**config.mk**
```make
export PLATFORM = sky130hd
export DESIGN_NAME = mips_multicycle_ctrl
export DESIGN_NICKNAME = d
export VERILOG_FILES = /design/src/rtl/mips_multicycle_ctrl_pkg.sv /design/src/rtl/mips_multicycle_ctrl_alu_decoder.sv /design/src/rtl/mips_multicycle_ctrl.sv
export SDC_FILE = /design/constraint.sdc
export NUM_CORES = 1
export LEC_CHECK = 0
export CORE_MARGIN = 2
export CORE_UTILIZATION = 42
export DETAILED_ROUTE_END_ITERATION = 7
export PLACE_DENSITY_LB_ADDON = 0.12
export SLEW_MARGIN = 20
export SYNTH_ARGS = -nofsm -noshare
export SYNTH_HDL_FRONTEND = slang
export SYNTH_HIERARCHICAL = 1
export SYNTH_SLANG_ARGS = --single-unit
export TNS_END_PERCENT = 1
```
**constraint.sdc**
```tcl
create_clock -name clk -period 1.9 [get_ports clk]
set_clock_uncertainty 0.05 [all_clocks]
set_input_delay 0.19 -clock clk [delete_from_list [all_inputs] [get_ports clk]]
set_output_delay 0.19 -clock clk [all_outputs]
set_load 0.005 [all_outputs]
```
**src/rtl/mips_multicycle_ctrl_pkg.sv**
```systemverilog
// Shared types and encodings for the multi-cycle MIPS control unit:
// opcode/funct constants, ALU control codes, FSM states and mux selects.
package mips_multicycle_ctrl_pkg;

  typedef logic [5:0] mips_opcode_t;
  typedef logic [5:0] mips_funct_t;

  localparam mips_opcode_t OP_RTYPE = 6'b000000;
  localparam mips_opcode_t OP_LW    = 6'b100011;
  localparam mips_opcode_t OP_SW    = 6'b101011;
  localparam mips_opcode_t OP_BEQ   = 6'b000100;
  localparam mips_opcode_t OP_ADDI  = 6'b001000;
  localparam mips_opcode_t OP_J     = 6'b000010;

  localparam mips_funct_t FN_ADD = 6'b100000;
  localparam mips_funct_t FN_SUB = 6'b100010;
  localparam mips_funct_t FN_AND = 6'b100100;
  localparam mips_funct_t FN_OR  = 6'b100101;
  localparam mips_funct_t FN_SLT = 6'b101010;

  typedef enum logic [2:0] {
    ALU_AND = 3'b000,
    ALU_OR  = 3'b001,
    ALU_ADD = 3'b010,
    ALU_SUB = 3'b110,
    ALU_SLT = 3'b111
  } alu_ctrl_t;

  typedef enum logic [3:0] {
    S_FETCH   = 4'd0,
    S_DECODE  = 4'd1,
    S_MEMADR  = 4'd2,
    S_MEMRD   = 4'd3,
    S_MEMWB   = 4'd4,
    S_MEMWR   = 4'd5,
    S_RTYPEEX = 4'd6,
    S_RTYPEWB = 4'd7,
    S_BEQEX   = 4'd8,
    S_ADDIEX  = 4'd9,
    S_ADDIWB  = 4'd10,
    S_JEX     = 4'd11
  } ctrl_state_t;

  typedef enum logic {
    SRCA_PC = 1'b0,
    SRCA_A  = 1'b1
  } src_a_t;

  typedef enum logic [1:0] {
    SRCB_B       = 2'b00,
    SRCB_FOUR    = 2'b01,
    SRCB_IMM     = 2'b10,
    SRCB_IMM_SH2 = 2'b11
  } src_b_t;

  typedef enum logic [1:0] {
    PCSRC_ALU    = 2'b00,
    PCSRC_ALUOUT = 2'b01,
    PCSRC_JUMP   = 2'b10
  } pc_src_t;

endpackage

```
**src/rtl/mips_multicycle_ctrl_alu_decoder.sv**
```systemverilog
// ALU control decode: fixed operation for address/PC states, funct-driven
// operation in RTYPEEX, with an illegal flag for unsupported funct codes.
module mips_alu_decoder
  import mips_multicycle_ctrl_pkg::*;
(
  input  ctrl_state_t state_i,
  input  mips_funct_t funct_i,
  output alu_ctrl_t   alu_ctrl_o,
  output logic        illegal_funct_o
);

  // Select the ALU operation for the current state
  always_comb begin
    alu_ctrl_o      = ALU_AND;
    illegal_funct_o = 1'b0;
    case (state_i)
      S_FETCH, S_DECODE, S_MEMADR, S_ADDIEX: alu_ctrl_o = ALU_ADD;
      S_BEQEX:                               alu_ctrl_o = ALU_SUB;
      S_RTYPEEX: begin
        case (funct_i)
          FN_ADD:  alu_ctrl_o = ALU_ADD;
          FN_SUB:  alu_ctrl_o = ALU_SUB;
          FN_AND:  alu_ctrl_o = ALU_AND;
          FN_OR:   alu_ctrl_o = ALU_OR;
          FN_SLT:  alu_ctrl_o = ALU_SLT;
          default: illegal_funct_o = 1'b1;
        endcase
      end
      default: alu_ctrl_o = ALU_AND;
    endcase
  end

endmodule

```
**src/rtl/mips_multicycle_ctrl.sv**
```systemverilog
// Moore control FSM of the multi-cycle MIPS core: sequences fetch, decode,
// execute and writeback over a shared datapath and counts retired instructions.
module mips_multicycle_ctrl
  import mips_multicycle_ctrl_pkg::*;
#(
  parameter int CNT_WIDTH = 32
) (
  input  logic                 clk,
  input  logic                 rst,
  input  logic [5:0]           opcode,
  input  logic [5:0]           funct,
  input  logic                 mem_ready,
  output logic                 mem_read,
  output logic                 mem_write,
  output logic                 iord,
  output logic                 ir_write,
  output logic                 pc_write,
  output logic                 branch,
  output logic [1:0]           pc_src,
  output logic                 alu_src_a,
  output logic [1:0]           alu_src_b,
  output logic [2:0]           alu_ctrl,
  output logic                 reg_dst,
  output logic                 mem_to_reg,
  output logic                 reg_write,
  output logic                 illegal_op,
  output logic [3:0]           state_o,
  output logic [CNT_WIDTH-1:0] instr_count
);

  ctrl_state_t          state_q, state_d;
  logic [CNT_WIDTH-1:0] cnt_q, cnt_d;
  alu_ctrl_t            dec_alu_s;
  logic                 dec_illegal_s;
  logic                 retire_s;

  mips_alu_decoder u_alu_dec (
    .state_i        (state_q),
    .funct_i        (funct),
    .alu_ctrl_o     (dec_alu_s),
    .illegal_funct_o(dec_illegal_s)
  );

  // State and retired-instruction counter registers
  always_ff @(posedge clk or posedge rst) begin
    if (rst) begin
      state_q <= S_FETCH;
      cnt_q   <= '0;
    end else begin
      state_q <= state_d;
      cnt_q   <= cnt_d;
    end
  end

  // Next-state logic and Moore control outputs
  always_comb begin
    state_d    = S_FETCH;
    retire_s   = 1'b0;
    mem_read   = 1'b0;
    mem_write  = 1'b0;
    iord       = 1'b0;
    ir_write   = 1'b0;
    pc_write   = 1'b0;
    branch     = 1'b0;
    pc_src     = PCSRC_ALU;
    alu_src_a  = SRCA_PC;
    alu_src_b  = SRCB_B;
    reg_dst    = 1'b0;
    mem_to_reg = 1'b0;
    reg_write  = 1'b0;
    illegal_op = 1'b0;
    case (state_q)
      S_FETCH: begin
        mem_read  = 1'b1;
        alu_src_b = SRCB_FOUR;
        ir_write  = mem_ready;
        pc_write  = mem_ready;
        state_d   = mem_ready ? S_DECODE : S_FETCH;
      end
      S_DECODE: begin
        alu_src_b = SRCB_IMM_SH2;
        case (opcode)
          OP_LW, OP_SW: state_d = S_MEMADR;
          OP_RTYPE:     state_d = S_RTYPEEX;
          OP_BEQ:       state_d = S_BEQEX;
          OP_ADDI:      state_d = S_ADDIEX;
          OP_J:         state_d = S_JEX;
          default: begin
            illegal_op = 1'b1;
            state_d    = S_FETCH;
          end
        endcase
      end
      S_MEMADR: begin
        alu_src_a = SRCA_A;
        alu_src_b = SRCB_IMM;
        state_d   = (opcode == OP_SW) ? S_MEMWR : S_MEMRD;
      end
      S_MEMRD: begin
        mem_read = 1'b1;
        iord     = 1'b1;
        state_d  = mem_ready ? S_MEMWB : S_MEMRD;
      end
      S_MEMWB: begin
        reg_write  = 1'b1;
        mem_to_reg = 1'b1;
        retire_s   = 1'b1;
      end
      S_MEMWR: begin
        mem_write = 1'b1;
        iord      = 1'b1;
        retire_s  = mem_ready;
        state_d   = mem_ready ? S_FETCH : S_MEMWR;
      end
      S_RTYPEEX: begin
        alu_src_a  = SRCA_A;
        alu_src_b  = SRCB_B;
        illegal_op = dec_illegal_s;
        state_d    = dec_illegal_s ? S_FETCH : S_RTYPEWB;
      end
      S_RTYPEWB: begin
        reg_write = 1'b1;
        reg_dst   = 1'b1;
        retire_s  = 1'b1;
      end
      S_BEQEX: begin
        alu_src_a = SRCA_A;
        alu_src_b = SRCB_B;
        branch    = 1'b1;
        pc_src    = PCSRC_ALUOUT;
        retire_s  = 1'b1;
      end
      S_ADDIEX: begin
        alu_src_a = SRCA_A;
        alu_src_b = SRCB_IMM;
        state_d   = S_ADDIWB;
      end
      S_ADDIWB: begin
        reg_write = 1'b1;
        retire_s  = 1'b1;
      end
      S_JEX: begin
        pc_write = 1'b1;
        pc_src   = PCSRC_JUMP;
        retire_s = 1'b1;
      end
      default: state_d = S_FETCH;
    endcase

    alu_ctrl = dec_alu_s;
    cnt_d    = retire_s ? cnt_q + {{(CNT_WIDTH-1){1'b0}}, 1'b1} : cnt_q;

    // Reset gates every strobe so nothing reaches memory or the register file
    if (rst) begin
      mem_read   = 1'b0;
      mem_write  = 1'b0;
      iord       = 1'b0;
      ir_write   = 1'b0;
      pc_write   = 1'b0;
      branch     = 1'b0;
      pc_src     = 2'b00;
      alu_src_a  = 1'b0;
      alu_src_b  = 2'b00;
      alu_ctrl   = 3'b000;
      reg_dst    = 1'b0;
      mem_to_reg = 1'b0;
      reg_write  = 1'b0;
      illegal_op = 1'b0;
    end else begin
      alu_ctrl = dec_alu_s;
    end
  end

  assign state_o     = state_q;
  assign instr_count = cnt_q;

endmodule
```
# After elaboration in Yosys (flattened, before gate mapping)
# Cells that the tools add are included.
# op_classes
addsub,1
n_mul,0
div,0
n_lt_le_gt_ge,0
eq_ne,21
shift,0
mux,40
n_bitwise,0
n_reduce_logical,12
# ops
operator,count
$eq 6x6->1 const B,7
$add 32x1->32 const B,1
$pmux 4 s7,1
$mux 1,24
$pmux 4 s5,1
$eq 4x3->1 const B,4
$eq 4x4->1 const B,4
$mux 3,5
$pmux 3 s4,1
$reduce_or 5->1,2
$pmux 3 s3,1
$eq 4x2->1 const B,2
$reduce_or 2->1,4
$reduce_or 4->1,2
$eq 6x2->1 const B,1
$eq 6x3->1 const B,1
$eq 6x4->1 const B,1
$logic_not 6->1,1
$pmux 1 s2,3
$pmux 2 s3,1
$reduce_or 6->1,1
$eq 4x1->1 const B,1
$logic_not 4->1,1
$mux 2,2
other kinds (2),2
# totals
regBits,36
latch_bits,0
ramBits,0
mem_bits_ro,0
input_bits,15
word_cells,76
n_memories,0

# Logic depth before layout (Yosys ltp)
# depth
word_depth,6
ltp_mapped,8
ltp_nobuf,8

# Hierarchy
# The synthesis kept the hierarchy.
# by_module_without_submodules
module,n_inst,cells_each,area_per_inst_um2,seq_area_each_um2
mips_multicycle_ctrl,1,225,2080.7,900.9
mips_alu_decoder,1,18,120.1,0.0

# Worst setup path after synthesis
# OpenSTA, ideal clock, no wires.
# synth_path
kind,register to register
from,register state_q[3] (netlist: state_o[3])
to,register cnt_q[25] (netlist: instr_count[25])
setup_time_ns,0.124
arrival_time_ns,1.702
path_slack_ns,0.024
path_stages_with_launch,8
path_buffers,2
period_less_slack_ns,1.876
path_cell_list,dfrtp_1 -> buf_2 -> and2b_2 -> a21boi_4 -> nor4_1 -> buf_2 -> nand4_1 -> xnor2_1
# synth_via
elab_chain_cells,3
# synth_rtl
item,line,source
"start, declared",mips_multicycle_ctrl.sv:31,"ctrl_state_t state_q, state_d;"
"start signal, assigned",mips_multicycle_ctrl.sv:50,state_q <= state_d;
$eq 4x4->1 or $eq 4x3->1 (tied branches),mips_multicycle_ctrl.sv:72,case (state_q)
$reduce_or 5->1 (no source line),--,
$pmux 1 s2 (*),mips_multicycle_ctrl.sv:72,
"end signal, assigned",mips_multicycle_ctrl.sv:51,cnt_q <= cnt_d;
"end, declared",mips_multicycle_ctrl.sv:32,"logic [CNT_WIDTH-1:0] cnt_q, cnt_d;"
# Every way passes the cells marked *; elsewhere a longest branch is shown, timed or not.
# A chain may end at the register's enable or synchronous reset.

# Worst setup path after layout
# layout_path
from,register state_q[3] (netlist: state_o[3])
to,output port reg_dst
# layout_via
elab_chain_cells,3
# layout_rtl
item,line,source
$eq 4x3->1,mips_multicycle_ctrl.sv:72,
$mux 1,mips_multicycle_ctrl.sv:72,
$mux 1,mips_multicycle_ctrl.sv:154,if (rst) begin
"end, declared",mips_multicycle_ctrl.sv:23,"output logic reg_dst,"
# Every way passes these cells.

==> metrics.txt <==
R2R setup slack=0 ns; Tot GR Track Use=0.210; r2r worst-path depth=7; Synth Area in XOR/XNOR=0.135; Leakage=approximately 1.7 nW; final non-filler cell total=between 400 and 500; initial antenna violation count=0; post-route design area=around 0.0036 mm2; final hold vios=0; placed cell area=0.00335 mm2; DR vias=between 2000 and 2500; vias in the first global route=roughly 2200; antenna-violating nets left=0; root buf cell=clkbuf_8; layout cells sized above 1=0.312; worst slack at placement=-0.231 ns; Max Slew Vio Count=0; Rows=26; VDD IR max=0.453 mV; DR DRC count=0; Async SR Flop Fraction=1.00; post-synth net total=259; DRT Pass-1 Iters=5; adder-cell share of the synthesized area=0.00569; Avg Vias per Cell=between 5 and 6; total grt overflow=0; IO buf count=68; RSZ-0062 raised after global routing=yes; Starting Density=0.434; post-detail-place hpwl=~4.5 mm; worst flop-to-flop path startpoint=state_o[3]; setup tns final=-0.171 ns; max_cap viols=0; CP Launch Type=flip-flop; Worst-path clk slew=about 0.08 ns; I/O pins=69; area of the multi-input gates=0.00136 mm2; CP endpoint kind=output pin; most common cell after layout, fill and taps aside=buf_4; n_diodes=0; die area=between 0.005 and 0.006 mm2; Compound-Gate Fraction of Synth Area=0.0728; crit-path max FO=6; global-route wire length before repair=10.2 mm; layout filler cell count=approximately 410; clk sinks=36; kind of critical path=flip-flop to output pin; post-synthesis sequential area ratio=0.409; worst hold margin=around 0.43 ns; main combinational cell family by area after synthesis=simple AND/OR/NAND/NOR gates; H-tree levels=2; fmax=roughly 500 MHz; crit share post-route=1.04; Post-synth EDFFs=0; power per cell area=759 mW/mm2; TritonCTS Buffers=5; WP data required=between 1.5 and 2 ns; Mapped Avg Cell Area=between 9 and 10 um2; final WL=just over 6 mm; Synth Area in Simple Gates=0.342; HP Class=flip-flop to flip-flop; Chip Height=roughly 76 um; final setup fails=3; proportion of synthesized area in mux cells=0.00455; yosys warns=6; Core Region=~0.005 mm2; register area=around 900 um2; post-layout min period=a little under 2 ns; failing checks=setup timing; Max clock buf depth=2; final setup margin=-0.0748 ns; CTS tree=built; final RePlAce weighted congestion=roughly 0.85; reg2reg end=instr_count[7]; chip width=~76 um; Initial DRC Count=65; CP Launch Point=state_o[3]; CP arrival=~1.7 ns; Mapped Cells=~240; Worst Tran Pin Value=between 0.3 and 0.4 ns; Main synth FF type=dfrtp_1; Worst-Skew Late Latency=a little under 0.3 ns; #FFs+latches synth=36; wire per inst=13.7 um; Netlist cell types=50; commonest non-fill, non-tap cells in the layout=57 x buf_4, 51 x clkdlybuf4s50_1, 33 x dfrtp_1; status=finished, violations left; fin nets=between 300 and 400; Area growth, synth to finish=65.1%; # hold bufs at CTS=0; placed insts=approximately 430; Slew Limit Headroom=0.747; Mapped Area=between 0.002 and 0.0025 mm2; CP Capture Point=reg_dst; largest net degree at the start of global routing=20
-- sequential cells by signal (all words and copies together), names as in the netlist --
register and flops:
instr_count 32, state_o 4
-- cell families after synthesis --
kind of cell	after synthesis
fa+ha+maj	1
simple gates	134
compound gates	23
buf+inv	14
xor+xnor	34
flops	36
mux	1
-- power breakdown --
group | total [mW] | leakage, nW | internal (mW) | switching, mW
Combinational | 1.34 | 1.17 | 0.741 | 0.604
Clock | 0.530 | 0.0479 | 0.255 | 0.275
Sequential | 0.883 | 0.487 | 0.827 | 0.0565
Total | 2.76 | 1.70 | 1.82 | 0.935
-- synth_stat cells (all sizes together) (2+ instances only) --
master | instances | area (um2)
nor3b | 3 | 27.5
nand4 | 10 | 68.8
nand2b | 3 | 18.8
nand3b | 2 | 15.0
clkbuf | 6 | 22.5
and3 | 10 | 63.8
buf | 4 | 28.8
nor4 | 8 | 71.3
nand2 | 23 | 86.3
xnor2 | 20 | 175
nor2 | 25 | 93.8
o22ai | 2 | 12.5
inv | 4 | 15.0
xor2 | 14 | 123
nor3 | 10 | 61.3
and4 | 2 | 17.5
nor2b | 7 | 43.8
dfrtp | 36 | 901
a31oi | 2 | 12.5
or2 | 3 | 18.8
nand3 | 21 | 105
a21oi | 4 | 20.0
o21ai | 6 | 30.0
-- through the flow --
stage | utilization | power (mW)
finish | 0.716 | 2.76
floorplan | - | 1.40
global route | 0.716 | 2.93
global placement | 0.659 | 2.04
detailed placement | 0.659 | 2.06
CTS | 0.693 | 2.64
-- worst max-delay path: stages, from the launching register on --
cell             delay, ns
dfrtp_2               0.46
and2b_2               0.28
nand2_2               0.10
nor2_1                0.11
clkdlybuf4s50_1       0.51
-- metal layers --
| metal | vias up | GRT usage | part of all wire | wire length, um |
|---|---|---|---|---|
| li1 | 1131 | - | - | - |
| met1 | 1109 | 0.267 | 0.44 | 2670 |
| met2 | 66 | 0.371 | 0.50 | 3060 |
| met3 | 6 | 0.0450 | 0.053 | 321 |
| met4 | 0 | 0.0364 | 0.0059 | 36 |
| met5 | - | 0 | 0 | 0 |
-- worst min-delay path by stage --
stage                               start         endpoint  slack [ns]  cells after the start
after floorplan                 opcode[5]       state_o[3]        0.34                      3
after CTS                 instr_count[31]  instr_count[31]        0.43                      1
after global placement    instr_count[31]  instr_count[31]        0.41                      1
after detailed placement  instr_count[31]  instr_count[31]        0.41                      1
after global routing      instr_count[31]  instr_count[31]        0.45                      1
final                     instr_count[31]  instr_count[31]        0.43                      1
-- repair_timing --
item	in CTS	in global routing
resized for setup	39	33
endpoints found under the setup margin	20	28
pin swaps	3	5
buffers inserted	7	2
-- final cells by class --
type / count / share of cell area
flip-flops and latches: 36 / 0.249
repair buffers: 134 / 0.326
clock buffers: 5 / 0.0189
multi-input cells: 193 / 0.373
inverters: 4 / 0.00413
clock inverters: 3 / 0.00517
well taps: 70 / 0.0241
No activity file was read; power rests on OpenSTA's default activity.
